--- src/rtl/bt_frame_pkg.sv ---
// rtl/bt_frame_pkg.sv - shared constants, state encoding and error codes for the Bluetooth frame parser
package bt_frame_pkg;

    localparam logic [7:0] BT_HDR  = 8'hA5;
    localparam logic [7:0] BT_TAIL = 8'h5A;

    typedef enum logic [2:0] {
        IDLE,
        CMD,
        LEN,
        DATA,
        SUM,
        TAIL
    } bt_state_t;

    localparam logic [1:0] ERR_TIMEOUT  = 2'd0;
    localparam logic [1:0] ERR_LENGTH   = 2'd1;
    localparam logic [1:0] ERR_CHECKSUM = 2'd2;
    localparam logic [1:0] ERR_TAIL     = 2'd3;

endpackage

--- src/rtl/bt_frame_timeout.sv ---
// rtl/bt_frame_timeout.sv - inter-byte gap timer; counts while run is high, cleared by clr
module bt_frame_timeout #(
    parameter int unsigned TIMEOUT_CYCLES = 500000
) (
    input  logic Clk,
    input  logic Rst,
    input  logic run,
    input  logic clr,
    output logic expired
);

    localparam int CNT_W = (TIMEOUT_CYCLES > 2) ? $clog2(TIMEOUT_CYCLES) : 1;
    // Expiry is flagged one count early so the registered error strobe lands
    // TIMEOUT_CYCLES cycles after the last byte strobe.
    localparam logic [CNT_W-1:0] FLAG_AT = CNT_W'(TIMEOUT_CYCLES - 2);

    logic [CNT_W-1:0] count;

    assign expired = run && (count == FLAG_AT);

    always_ff @(posedge Clk or posedge Rst) begin
        if (Rst) begin
            count <= '0;
        end else if (clr || !run) begin
            count <= '0;
        end else if (!expired) begin
            count <= count + 1'b1;
        end
    end

endmodule

--- src/rtl/bluetooth_frame_parser.sv ---
// rtl/bluetooth_frame_parser.sv - assembles A5/cmd/len/payload/sum/5A frames from the UART byte stream
// Optional inter-byte timeout is built when BT_FRAME_TIMEOUT_EN is defined.
module bluetooth_frame_parser
    import bt_frame_pkg::*;
#(
    parameter int unsigned MAX_PAYLOAD    = 8,
    parameter int unsigned TIMEOUT_CYCLES = 500000
) (
    input  logic                     Clk,
    input  logic                     Rst,
    input  logic [7:0]               data_byte,
    input  logic                     Rx_Done,
    output logic                     frame_valid,
    output logic [7:0]               cmd,
    output logic [3:0]               payload_len,
    output logic [MAX_PAYLOAD*8-1:0] payload,
    output logic                     frame_err,
    output logic [1:0]               err_code
);

    bt_state_t state, state_nxt;

    logic [7:0]               cmd_q;
    logic [3:0]               len_q;
    logic [3:0]               idx;
    logic [7:0]               acc;
    logic [MAX_PAYLOAD*8-1:0] buffer;
    logic [MAX_PAYLOAD*8-1:0] payload_d;

    logic       expired;
    logic       accept;
    logic       reject;
    logic [1:0] reject_code;

`ifdef BT_FRAME_TIMEOUT_EN
    bt_frame_timeout #(
        .TIMEOUT_CYCLES(TIMEOUT_CYCLES)
    ) u_timeout (
        .Clk    (Clk),
        .Rst    (Rst),
        .run    (state != IDLE),
        .clr    (Rx_Done),
        .expired(expired)
    );
`else
    assign expired = 1'b0;
`endif

    always_ff @(posedge Clk or posedge Rst) begin
        if (Rst) begin
            state <= IDLE;
        end else begin
            state <= state_nxt;
        end
    end

    always_comb begin
        state_nxt = state;
        if (Rx_Done) begin
            case (state)
                IDLE: if (data_byte == BT_HDR) state_nxt = CMD;
                CMD:  state_nxt = LEN;
                LEN: begin
                    if (data_byte > 8'(MAX_PAYLOAD)) state_nxt = IDLE;
                    else if (data_byte == 8'h00)     state_nxt = SUM;
                    else                             state_nxt = DATA;
                end
                DATA: if (idx + 4'd1 == len_q) state_nxt = SUM;
                SUM:  state_nxt = (data_byte == acc) ? TAIL : IDLE;
                TAIL: state_nxt = IDLE;
                default: state_nxt = IDLE;
            endcase
        end else if (expired && state != IDLE) begin
            state_nxt = IDLE;
        end
    end

    always_comb begin
        accept      = 1'b0;
        reject      = 1'b0;
        reject_code = ERR_TIMEOUT;
        if (Rx_Done) begin
            case (state)
                LEN: if (data_byte > 8'(MAX_PAYLOAD)) begin
                    reject      = 1'b1;
                    reject_code = ERR_LENGTH;
                end
                SUM: if (data_byte != acc) begin
                    reject      = 1'b1;
                    reject_code = ERR_CHECKSUM;
                end
                TAIL: begin
                    if (data_byte == BT_TAIL) begin
                        accept = 1'b1;
                    end else begin
                        reject      = 1'b1;
                        reject_code = ERR_TAIL;
                    end
                end
                default: ;
            endcase
        end else if (expired && state != IDLE) begin
            reject      = 1'b1;
            reject_code = ERR_TIMEOUT;
        end
    end

    // Bytes beyond the frame's length may hold stale data from older frames.
    always_comb begin
        payload_d = '0;
        for (int i = 0; i < int'(MAX_PAYLOAD); i++) begin
            if (i < int'(len_q)) payload_d[i*8 +: 8] = buffer[i*8 +: 8];
        end
    end

    always_ff @(posedge Clk or posedge Rst) begin
        if (Rst) begin
            cmd_q  <= '0;
            len_q  <= '0;
            idx    <= '0;
            acc    <= '0;
            buffer <= '0;
        end else if (Rx_Done) begin
            case (state)
                CMD: begin
                    cmd_q <= data_byte;
                    acc   <= data_byte;
                end
                LEN: begin
                    acc   <= acc + data_byte;
                    len_q <= data_byte[3:0];
                    idx   <= '0;
                end
                DATA: begin
                    buffer[idx*8 +: 8] <= data_byte;
                    acc                <= acc + data_byte;
                    idx                <= idx + 4'd1;
                end
                default: ;
            endcase
        end
    end

    always_ff @(posedge Clk or posedge Rst) begin
        if (Rst) begin
            frame_valid <= 1'b0;
            frame_err   <= 1'b0;
            err_code    <= '0;
            cmd         <= '0;
            payload_len <= '0;
            payload     <= '0;
        end else begin
            frame_valid <= accept;
            frame_err   <= reject;
            if (reject) err_code <= reject_code;
            if (accept) begin
                cmd         <= cmd_q;
                payload_len <= len_q;
                payload     <= payload_d;
            end
        end
    end

endmodule

--- config.mk ---
export PLATFORM = sky130hd
export DESIGN_NAME = bluetooth_frame_parser
export DESIGN_NICKNAME = d
export VERILOG_FILES = /design/src/rtl/bt_frame_pkg.sv /design/src/rtl/bt_frame_timeout.sv /design/src/rtl/bluetooth_frame_parser.sv
export SDC_FILE = /design/constraint.sdc
export NUM_CORES = 1
export LEC_CHECK = 0
export ABC_CLOCK_PERIOD_IN_PS = 15550
export CORE_MARGIN = 2
export CORE_UTILIZATION = 32
export CTS_CLUSTER_DIAMETER = 150
export DETAILED_ROUTE_END_ITERATION = 10
export PLACE_DENSITY = 0.62
export SLEW_MARGIN = 20
export SYNTH_ARGS = -nofsm -noshare
export SYNTH_HDL_FRONTEND = slang
export SYNTH_HIERARCHICAL = 1
export SYNTH_SLANG_ARGS = --single-unit
--- constraint.sdc ---
create_clock -name Clk -period 15.55 [get_ports Clk]
set_input_delay 1.555 -clock Clk [delete_from_list [all_inputs] [get_ports Clk]]
set_output_delay 1.555 -clock Clk [all_outputs]
set_load 0.05 [all_outputs]
==> results.yml <==
yosys:
  yosysSeqAreaShare_pct: 55.2
  ys_ff_latch: 171
  ys.flop_type: "dfrtp_1"
  synthArstFlopShare_pct: 100
  synth.most_common_cell: "nand2_1"
  syn_area_um2: 7750
  netlist.area_leader.share_pct: 55.2
  syn_area_per_cell_um2: 9.83
  yosys_warnings: 6
  yosysTopAreaCell: "dfrtp_1"
  syn_nets: 811
  netlist_top_cells_count: "nand2_1 (227), dfrtp_1 (171), nand3_1 (75), mux2_2 (34), o21ai_0 (25)"
  netlist_top_cells_area: "dfrtp_1 (55%), nand2_1 (11%), mux2_2 (4.9%), nand3_1 (4.8%), ha_1 (1.6%)"
  synthCells: 789
  yosysUniqueCellTypes: 66
  synth_edf_count: 0
routing:
  routedWlPerCell_um: 15.9
  vias: 5707
  dr.pass1.iters: 4
  route.final.wire_length_um: 18800
  dr.first_iter.drc_count: 336
  antenna_left: 0
  avgViaCountPerCell: 4.84
  drc: 0
setup_path:
  critPathLaunch: "data_byte[7]"
  crit_cells: 8
  end_kind: "flop"
  cp_num_buf_inv: 3
  cpPeakStageDelay_ps: 860
  critPathKind: "input pin to flop"
  r2r_end: "buffer[61]"
  critPathArrivalTime_ps: 4260
  critPathMaxFanout: 76
  reg2reg_from: "idx[0]"
  required_ps: 15920
  rr_worst_depth: 7
  cpLargestDelayFamily: "buffers and inverters"
  crit_path_start_kind: "input pin"
  crit_chain: "clkdlybuf4s50_1, nor4_4, and2_1, nand4_4, inv_2, buf_4, nand3_1, nand2_1"
  r2r_setup_slack_ps: 12560
  cp-endpoint: "payload[33]"
  slowest_stage: "clkdlybuf4s50_1"
grt:
  grt_pass1_vias: 5801
  grt_max_degree: 101
  grt_use_total_pct: 15.3
  antenna_found_initial: 0
  grt_overflow_total: 0
  grt_pass1_wl_um: 31400
sta:
  worstMarginPinSlew_ps: 944
  min_period_ps: 3890
  skew_ps: 13.2
  max_slew_margin_pct: 37.1
  max_freq_mhz: 257
  setup_tns_ps: 0
  setup_violations: 0
  finalCritPeriodShare_pct: 25.0
  finalMaxSlewViolations: 0
  final-hold-violation-count: 0
  rsz0062_at_grt: "false"
status:
  status: "completed"
cts:
  clockRootBuffer: "clkbuf_16"
  cts_tree: "built"
  post_cts_resized: 0
  clkSinkCount: 171
  postCtsSetupRepairBufs: 0
  clk_pin_slew_ps: 70
  clkLatencyLatePin_ps: 430
  htree_num_levels: 4
  hold_buffers: 0
  cts_inserted_buffers: 17
  clockBufferDepth: 2
power:
  ir_worst_vdd_uv: 78.7
  p_per_area_nw_per_um2: 142
  power_leakage_nw: 4.54
floorplanning:
  die_x_um: 160
  chipHeight_um: 160
  io_pins: 91
  design.die.area_um2: 25500
  coreArea_um2: 23600
  start_util_pct: 32.8
  rows: 56
final_layout:
  drive_above_1_share_pct: 12.1
  areaGrowthSynthToFinish_pct: 22.3
  post-route-util_pct: 40.2
  antenna_cells: 0
  nets: 870
place:
  port_buffers: 90
  gp_congestion: 0.810
  hpwl_um: 12600
run:
  cap_violations: 0
min_path:
  hp-class: "flop to flop"
-- cell families after synthesis --
kind of cell	share of synthesized area, %
compound gates	7.95
mux	6.63
fa+ha+maj	1.87
simple gates	22.7
flops	55.2
buf+inv	4.55
xor+xnor	1.11
-- routing by layer --
metal  routed length [um]  share of wire, %  GRT usage [%]
met2                 8840                47           24.8
met1                 8910                47           21.2
met3                  843               4.5           3.17
met5                    0                 0              0
met4                  166              0.88           3.35
-- final cells by class --
cell class | instances | area, um2
multi-input combinational | 543 | 3130
clock inverter | 7 | 124
timing repair buffer | 95 | 938
inverter | 20 | 80.1
tap | 319 | 399
clock buffer | 25 | 536
sequential | 171 | 4280
fill | 2352 | 14100
-- worst min path at each step --
stage                startpoint     endpoint  slack [ps]  depth (start not counted)
finish              payload[46]  payload[46]         460                          2
global route        payload[29]  payload[29]         490                          2
global placement    payload[27]  payload[27]         450                          2
CTS                 payload[46]  payload[46]         470                          2
detailed placement     cmd_q[7]       cmd[7]         460                          2
floorplan              cmd_q[0]       cmd[0]         430                          2
-- registers in the layout (all words and copies together), names as in the netlist --
signal and count:
idx 4, payload 64, err_code 2, state 3, payload_len 4, len_q 4
cmd 8, cmd_q 8, acc 8, frame_valid 1, frame_err 1, buffer 64
-- worst min-delay path: stages, from the launching register on --
cell and delay, ps:
dfrtp_1 340, nand2_1 50, nand2_1 50
-- through the flow --
stage	cells	setup slack (ps)	hold WS, ps	power (mW)	area (um2)
after global placement	1148	11240	452	0.885	8830
after floorplan	789	9360	435	0.806	7750
after detailed placement	1148	11190	455	0.889	8830
after CTS	1180	11660	470	1.36	9490
final	1180	11660	463	1.35	9490
after global routing	1180	11480	489	1.42	9490
-- cells in the final DEF (no fill, tap or decap), types with 7 or more instances in the layout --
| cell | netlist | final |
|---|---|---|
| nand2_1 | 227 | 227 |
| dfrtp_1 | 171 | 171 |
| clkdlybuf4s50_1 | 0 | 90 |
| nand3_1 | 75 | 75 |
| mux2_2 | 34 | 34 |
| o21ai_0 | 25 | 25 |
| nor2_1 | 23 | 23 |
| inv_1 | 18 | 17 |
| clkbuf_16 | 0 | 17 |
| o21ai_1 | 16 | 16 |
| ha_1 | 10 | 10 |
| mux2_1 | 9 | 9 |
| a21oi_1 | 9 | 9 |
| o21ai_2 | 9 | 9 |
| nor3_1 | 8 | 8 |
| clkbuf_8 | 0 | 8 |
| nor2b_1 | 7 | 7 |
-- where the power goes --
| group | internal [mW] | switching [mW] | total (mW) |
|---|---|---|---|
| Combinational | 0.125 | 0.201 | 0.325 |
| Clock | 0.289 | 0.178 | 0.467 |
| Sequential | 0.491 | 0.0642 | 0.555 |
Power figures use the tool's default switching activity.
